===== src/rtl/fifo_pkg.sv =====
`default_nettype none
// ============================================================================
// Module : fifo_pkg
// Brief  : Shared sizes and types for the single-clock show-ahead byte FIFO.
// Rev    : 1.0 - initial release
// ============================================================================
package fifo_pkg;

  localparam int DSIZE = 8;
  localparam int ASIZE = 4;
  localparam int DEPTH = 1 << ASIZE;

  typedef logic [DSIZE-1:0] data_t;
  // One bit wider than the address; the MSB tells full apart from empty
  typedef logic [ASIZE:0]   ptr_t;
  typedef logic [ASIZE-1:0] addr_t;

endpackage : fifo_pkg
`default_nettype wire


===== src/rtl/fifo_modport_mem.sv =====
`default_nettype none
// ============================================================================
// Module : fifo_modport_mem
// Brief  : DEPTH x DSIZE register array with a synchronous write port and an
//          asynchronous read port. The array is cleared on reset so the read
//          port never returns unknown data.
// Rev    : 1.0 - initial release
// ============================================================================
module fifo_modport_mem
  import fifo_pkg::*;
(
  input  logic  i_clk,
  input  logic  i_rst,
  input  logic  i_we,
  input  addr_t i_waddr,
  input  data_t i_wdata,
  input  addr_t i_raddr,
  output data_t o_rdata
);

  data_t r_mem [DEPTH];

  // Storage: clear every word on reset, otherwise write the addressed word
  always_ff @(posedge i_clk or posedge i_rst) begin
    if (i_rst) begin
      for (int i = 0; i < DEPTH; i++) begin
        r_mem[i] <= '0;
      end
    end else if (i_we) begin
      r_mem[i_waddr] <= i_wdata;
    end
  end

  // Show-ahead read: the addressed word is visible without a clock edge
  assign o_rdata = r_mem[i_raddr];

endmodule : fifo_modport_mem
`default_nettype wire


===== src/rtl/fifo_modport.sv =====
`default_nettype none
// ============================================================================
// Module : fifo_modport
// Brief  : Single-clock 16 x 8 show-ahead FIFO with the winc/wfull and
//          rinc/rempty handshake. Holds the pointers, the registered flags
//          and the request gating; storage lives in fifo_modport_mem.
// Rev    : 1.0 - initial release
// ============================================================================
module fifo_modport
  import fifo_pkg::*;
(
  input  logic           wclk,
  input  logic           wrst,
  input  logic           winc,
  input  data_t          wdata,
  output logic           wfull,
  input  logic           rinc,
  output data_t          rdata,
  output logic           rempty,
  output logic [ASIZE:0] count
);

  ptr_t  r_wptr;
  ptr_t  r_rptr;
  logic  r_wfull;
  logic  r_rempty;

  logic  w_we;
  logic  w_re;
  ptr_t  w_wptr_next;
  ptr_t  w_rptr_next;
  logic  w_full_next;
  logic  w_empty_next;

  // Each side is gated only by its own current flag, so a simultaneous
  // write at full or read at empty is silently dropped on that side alone
  assign w_we = winc && !r_wfull;
  assign w_re = rinc && !r_rempty;

  assign w_wptr_next = r_wptr + {{ASIZE{1'b0}}, w_we};
  assign w_rptr_next = r_rptr + {{ASIZE{1'b0}}, w_re};

  // Flags come from the next-state pointers so they move on the same edge
  assign w_empty_next = (w_wptr_next == w_rptr_next);
  assign w_full_next  = (w_wptr_next[ASIZE] != w_rptr_next[ASIZE]) &&
                        (w_wptr_next[ASIZE-1:0] == w_rptr_next[ASIZE-1:0]);

  // Pointer and flag registers
  always_ff @(posedge wclk or posedge wrst) begin
    if (wrst) begin
      r_wptr   <= '0;
      r_rptr   <= '0;
      r_wfull  <= 1'b0;
      r_rempty <= 1'b1;
    end else begin
      r_wptr   <= w_wptr_next;
      r_rptr   <= w_rptr_next;
      r_wfull  <= w_full_next;
      r_rempty <= w_empty_next;
    end
  end

  fifo_modport_mem u_mem (
    .i_clk   (wclk),
    .i_rst   (wrst),
    .i_we    (w_we),
    .i_waddr (r_wptr[ASIZE-1:0]),
    .i_wdata (wdata),
    .i_raddr (r_rptr[ASIZE-1:0]),
    .o_rdata (rdata)
  );

  // Occupancy is the modular pointer distance; the wrap bit makes 16 distinct from 0
  assign count  = r_wptr - r_rptr;
  assign wfull  = r_wfull;
  assign rempty = r_rempty;

endmodule : fifo_modport
`default_nettype wire


===== config.mk =====
export PLATFORM = sky130hd
export DESIGN_NAME = fifo_modport
export DESIGN_NICKNAME = d
export VERILOG_FILES = /design/src/rtl/fifo_pkg.sv /design/src/rtl/fifo_modport_mem.sv /design/src/rtl/fifo_modport.sv
export SDC_FILE = /design/constraint.sdc
export NUM_CORES = 1
export LEC_CHECK = 0
export CORE_ASPECT_RATIO = 0.8
export CORE_MARGIN = 4
export CORE_UTILIZATION = 61
export DETAILED_ROUTE_END_ITERATION = 7
export PLACE_DENSITY = 0.88
export REMOVE_ABC_BUFFERS = 1
export SLEW_MARGIN = 20
export SYNTH_ARGS = -nofsm -noshare
export SYNTH_HDL_FRONTEND = slang
export SYNTH_SLANG_ARGS = --single-unit
export TNS_END_PERCENT = 1

===== constraint.sdc =====
create_clock -name wclk -period 5.6 [get_ports wclk]
set_input_delay 0.84 -clock wclk [delete_from_list [all_inputs] [get_ports wclk]]
set_output_delay 0.84 -clock wclk [all_outputs]
set_load 0.05 [all_outputs]

==> summary by stage <==
Timing
On the final layout, the worst clock skew is 10.5 ps. The summed negative setup slack over all endpoints is 0 ps. In the finished design, the share of the clock period the worst path needs comes to 74.7%. Measured against its own limit, the worst slew margin works out to 36.1%. Setup repair after global routing left no endpoint under its margin. The final critical-path required period is 4180 ps.

For this run, the top clock speed supported by timing is 239 MHz. The final setup violation count is 0. The total count of max-transition violations in the final report was 0. The actual transition at the worst max-transition pin is 957 ps. The final count of hold timing violations is 0.

Global route
For this run the aggregate overflow at the end of global routing stands at 0. The via count of the first global-routing pass was 4190. The initial antenna violation count came to 0. The first-pass GRT wire length is 23100 um. Entering global routing, the biggest net connects 102 pins. In the global route stage, overall resource usage came out at 24.0%.

Synthesis
Sequential elements use 52.7% of the synthesized area. Summed over all instances, the cell type with the most area after synthesis is sky130_fd_sc_hd__dfrtp_1. The post-synthesis instance total is 459. The share of Yosys cell area claimed by the top area cell type is 52.3%. The mapped netlist covers 0.00665 mm^2. The number of warnings printed during yosys synthesis is 0. The synthesized design contains 140 register bits. Yosys attributes the largest share of cell area to sky130_fd_sc_hd__dfrtp_1, sky130_fd_sc_hd__mux2_2, sky130_fd_sc_hd__mux4_2. The average instance in the mapped netlist occupies 14.5 um^2. The number of different library cells in the post-synthesis netlist is 37.

Routing
The detailed router placed 3936 vias in this run. For this run, the detailed router's first-pass iteration total came to 5. Dividing the detail-routed via count by the number of cells gives 6.22. Summed over all nets, wire length on met3 after detailed routing comes to 828 um. The final layout contains routed wiring with a total length of 14200 um. The met1 wire length is 6330 um. For this run, design rule violations remaining after detail routing come to 0. Detailed routing placed a total of 6840 um of wire on met2. For this block, the initial DRC count from the detailed router was 280. The top layer reached by signal wires is met4. Once detail routing completed, the nets flagged for antenna violations numbered 0.

Dividing the detail-routed wire length by the instance count gives 22.4 um.

Clock tree
In this run the number of H-tree levels came out at 4. The root buffer cell is sky130_fd_sc_hd__clkbuf_16. The post-CTS resize count is 0. TritonCTS created 17 clock buffers. In this run the deepest clock path goes through 2 buffers.

TritonCTS built the clock tree. The latest clock arrival within the worst-skew pair is 410 ps. The clock transition at the registers of the reported paths is 60 ps.

In this run the post-CTS setup repair buffer count came out at 0. After clock tree synthesis, the flow added hold-fix buffers numbering 0. The clock drives 140 sinks.

Setup path
STA puts the critical path data arrival time at 3340 ps. The critical path goes through buf_4 > ha_1 > fa_1 > inv_1 > a21o_1 > a21oi_1 > xnor2_1 > clkdlybuf4s50_1. In this run the worst path has a maximum fanout of 16. The family of cells with the greatest summed delay on the critical path is buffers and inverters. STA classifies the critical path startpoint as a flip-flop. The critical path in this run is classified as reg -> out. The data required time at the worst endpoint is 4760 ps. Among all stages on the critical path, the largest delay is contributed by sky130_fd_sc_hd__clkdlybuf4s50_1. Counting both buffers and inverters, the worst setup path holds a total of 3. STA classifies the critical path endpoint as an output pin.

The worst stage delay on the critical path is 820 ps.

Finish
The fill cell instance count of the final layout is 667. The number of nets in the layout is 502. In the final layout, the share of cells above drive strength 1 is 39.8%. The synthesis-to-finish area growth is 13.1%. The number of antenna diodes in the final layout is 0.

Floorplan
The height of the die is 101 um. During I/O placement, the number of pins put on the boundary was 27. The floorplan has 33 rows.

The floorplan step defined a die boundary enclosing 0.0126 mm^2. The die is 125 um wide. The effective utilization at floorplan is 63.6%. The core box area is 0.0104 mm^2.

Placed design
The congestion estimate from routability-driven global placement came to 0.873. The placed wire-length estimate after detailed placement is 9270 um. The count of buffers inserted at the top-level ports is 26.

Run
The count of maximum capacitance violations is 0.

Status
The run finished with clean final reports.

Worst hold path
The class of the tightest hold or removal check is reg -> reg.
worst register-to-register path, stage by stage, from the launching register on:
cell and delay (ps):
sky130_fd_sc_hd__dfrtp_2 690, sky130_fd_sc_hd__ha_1 290, sky130_fd_sc_hd__ha_1 210, sky130_fd_sc_hd__xor2_1 250
sky130_fd_sc_hd__xor2_1 110, sky130_fd_sc_hd__or3_1 410, sky130_fd_sc_hd__nor3b_1 230
layout by cell type (no fill, tap or decap), types with 2 or more instances in the layout:
cell type                         instances
sky130_fd_sc_hd__clkbuf_16               17
sky130_fd_sc_hd__nand3_1                  4
sky130_fd_sc_hd__o21ai_0                  8
sky130_fd_sc_hd__ha_1                     8
sky130_fd_sc_hd__clkbuf_1                 4
sky130_fd_sc_hd__clkdlybuf4s50_1         26
sky130_fd_sc_hd__clkbuf_8                 3
sky130_fd_sc_hd__mux2_2                 128
sky130_fd_sc_hd__nand2_1                 11
sky130_fd_sc_hd__a221oi_1                16
sky130_fd_sc_hd__mux2i_1                 32
sky130_fd_sc_hd__nor2_1                   3
sky130_fd_sc_hd__a21o_1                   2
sky130_fd_sc_hd__and3_2                   3
sky130_fd_sc_hd__nor3_4                   4
sky130_fd_sc_hd__xnor2_1                  6
sky130_fd_sc_hd__a21oi_1                  2
sky130_fd_sc_hd__mux4_2                  16
sky130_fd_sc_hd__inv_1                   11
sky130_fd_sc_hd__dfrtp_1                138
sky130_fd_sc_hd__a22oi_1                  8
sky130_fd_sc_hd__clkinvlp_4               2
sky130_fd_sc_hd__buf_4                    5
sky130_fd_sc_hd__xor2_1                   9
sky130_fd_sc_hd__nor2b_1                  2
sky130_fd_sc_hd__clkinv_2                 4
sky130_fd_sc_hd__nand2_2                  6
cell usage after synthesis, drive strengths merged:
cell type  instances
mux2             128
mux2i             32
and2               1
mux4              16
nor2               3
o21ai              8
dfrtp            139
nand2b             1
nand3              5
fa                 1
clkbuf            12
ha                 8
xnor2              6
clkinv             1
buf               16
dfstp              1
inv               12
a22oi              8
or3                1
xor2               9
nor3               5
a221oi            16
nor2b              2
nand4              1
and3               3
a21o               2
nand2             17
a21oi              2
nor3b              3
cell families after synthesis:
kind of cell             Yosys count  synth area share (%)
AND/OR/NAND/NOR                   42                  4.46
multiplexers                     176                  31.9
buffers and inverters             41                  3.11
flip-flops                       140                  52.7
AO/OA/AOI/OAI                     36                  3.99
XOR/XNOR                          15                  1.98
adder cells (fa/ha/maj)            9                  1.81
flip-flops by register name, indices dropped and copies added, names as in the netlist:
signal and cells:
r_wptr 5, r_rptr 5, rempty 1, wfull 1, u_mem.r_mem 128
stage by stage:
step	setup slack, ps	instances	utilization (%)	hold slack (ps)	cell area (um^2)
after floorplan	1010	431	-	474	6490
after global placement	1890	602	66.7	483	6970
after detailed placement	1840	602	66.7	490	6970
after CTS	1390	633	71.9	503	7510
after global routing	1250	633	71.9	514	7510
final	1420	633	71.9	499	7510
path summary, 6_finish.rpt:
kind | from | end | slack, ps | cells past startpoint
max | r_rptr[0] | count[4] | 1420 | 8
min | u_mem.r_mem[45] | u_mem.r_mem[45] | 500 | 1
max reg2reg | r_rptr[0] | wfull | 3330 | 6
min reg2reg | u_mem.r_mem[45] | u_mem.r_mem[45] | 500 | 1
max in group asynchronous | wrst | u_mem.r_mem[13] | 3540 | 3
min in group asynchronous | wrst | u_mem.r_mem[108] | 980 | 2
layout make-up:
type	count	area, um^2	share of cell area [%]
clock buffers	24	482	6.41
clock inverters	7	65.1	0.866
inverters	13	53.8	0.716
multi-input cells	278	2940	39.1
flip-flops and latches	140	3510	46.7
well taps	140	175	2.33
repair buffers	31	298	3.96
routing by layer:
| layer | vias up | track usage, % |
|---|---|---|
| met5 | - | 0 |
| met4 | 0 | 6.82 |
| met3 | 23 | 6.06 |
| met2 | 126 | 38.4 |
| met1 | 2059 | 33.3 |
| li1 | 1728 | - |
Power is left out: the tool's default activity adds up to more than one toggle a clock period on the data nets, which glitch-free logic cannot reach.
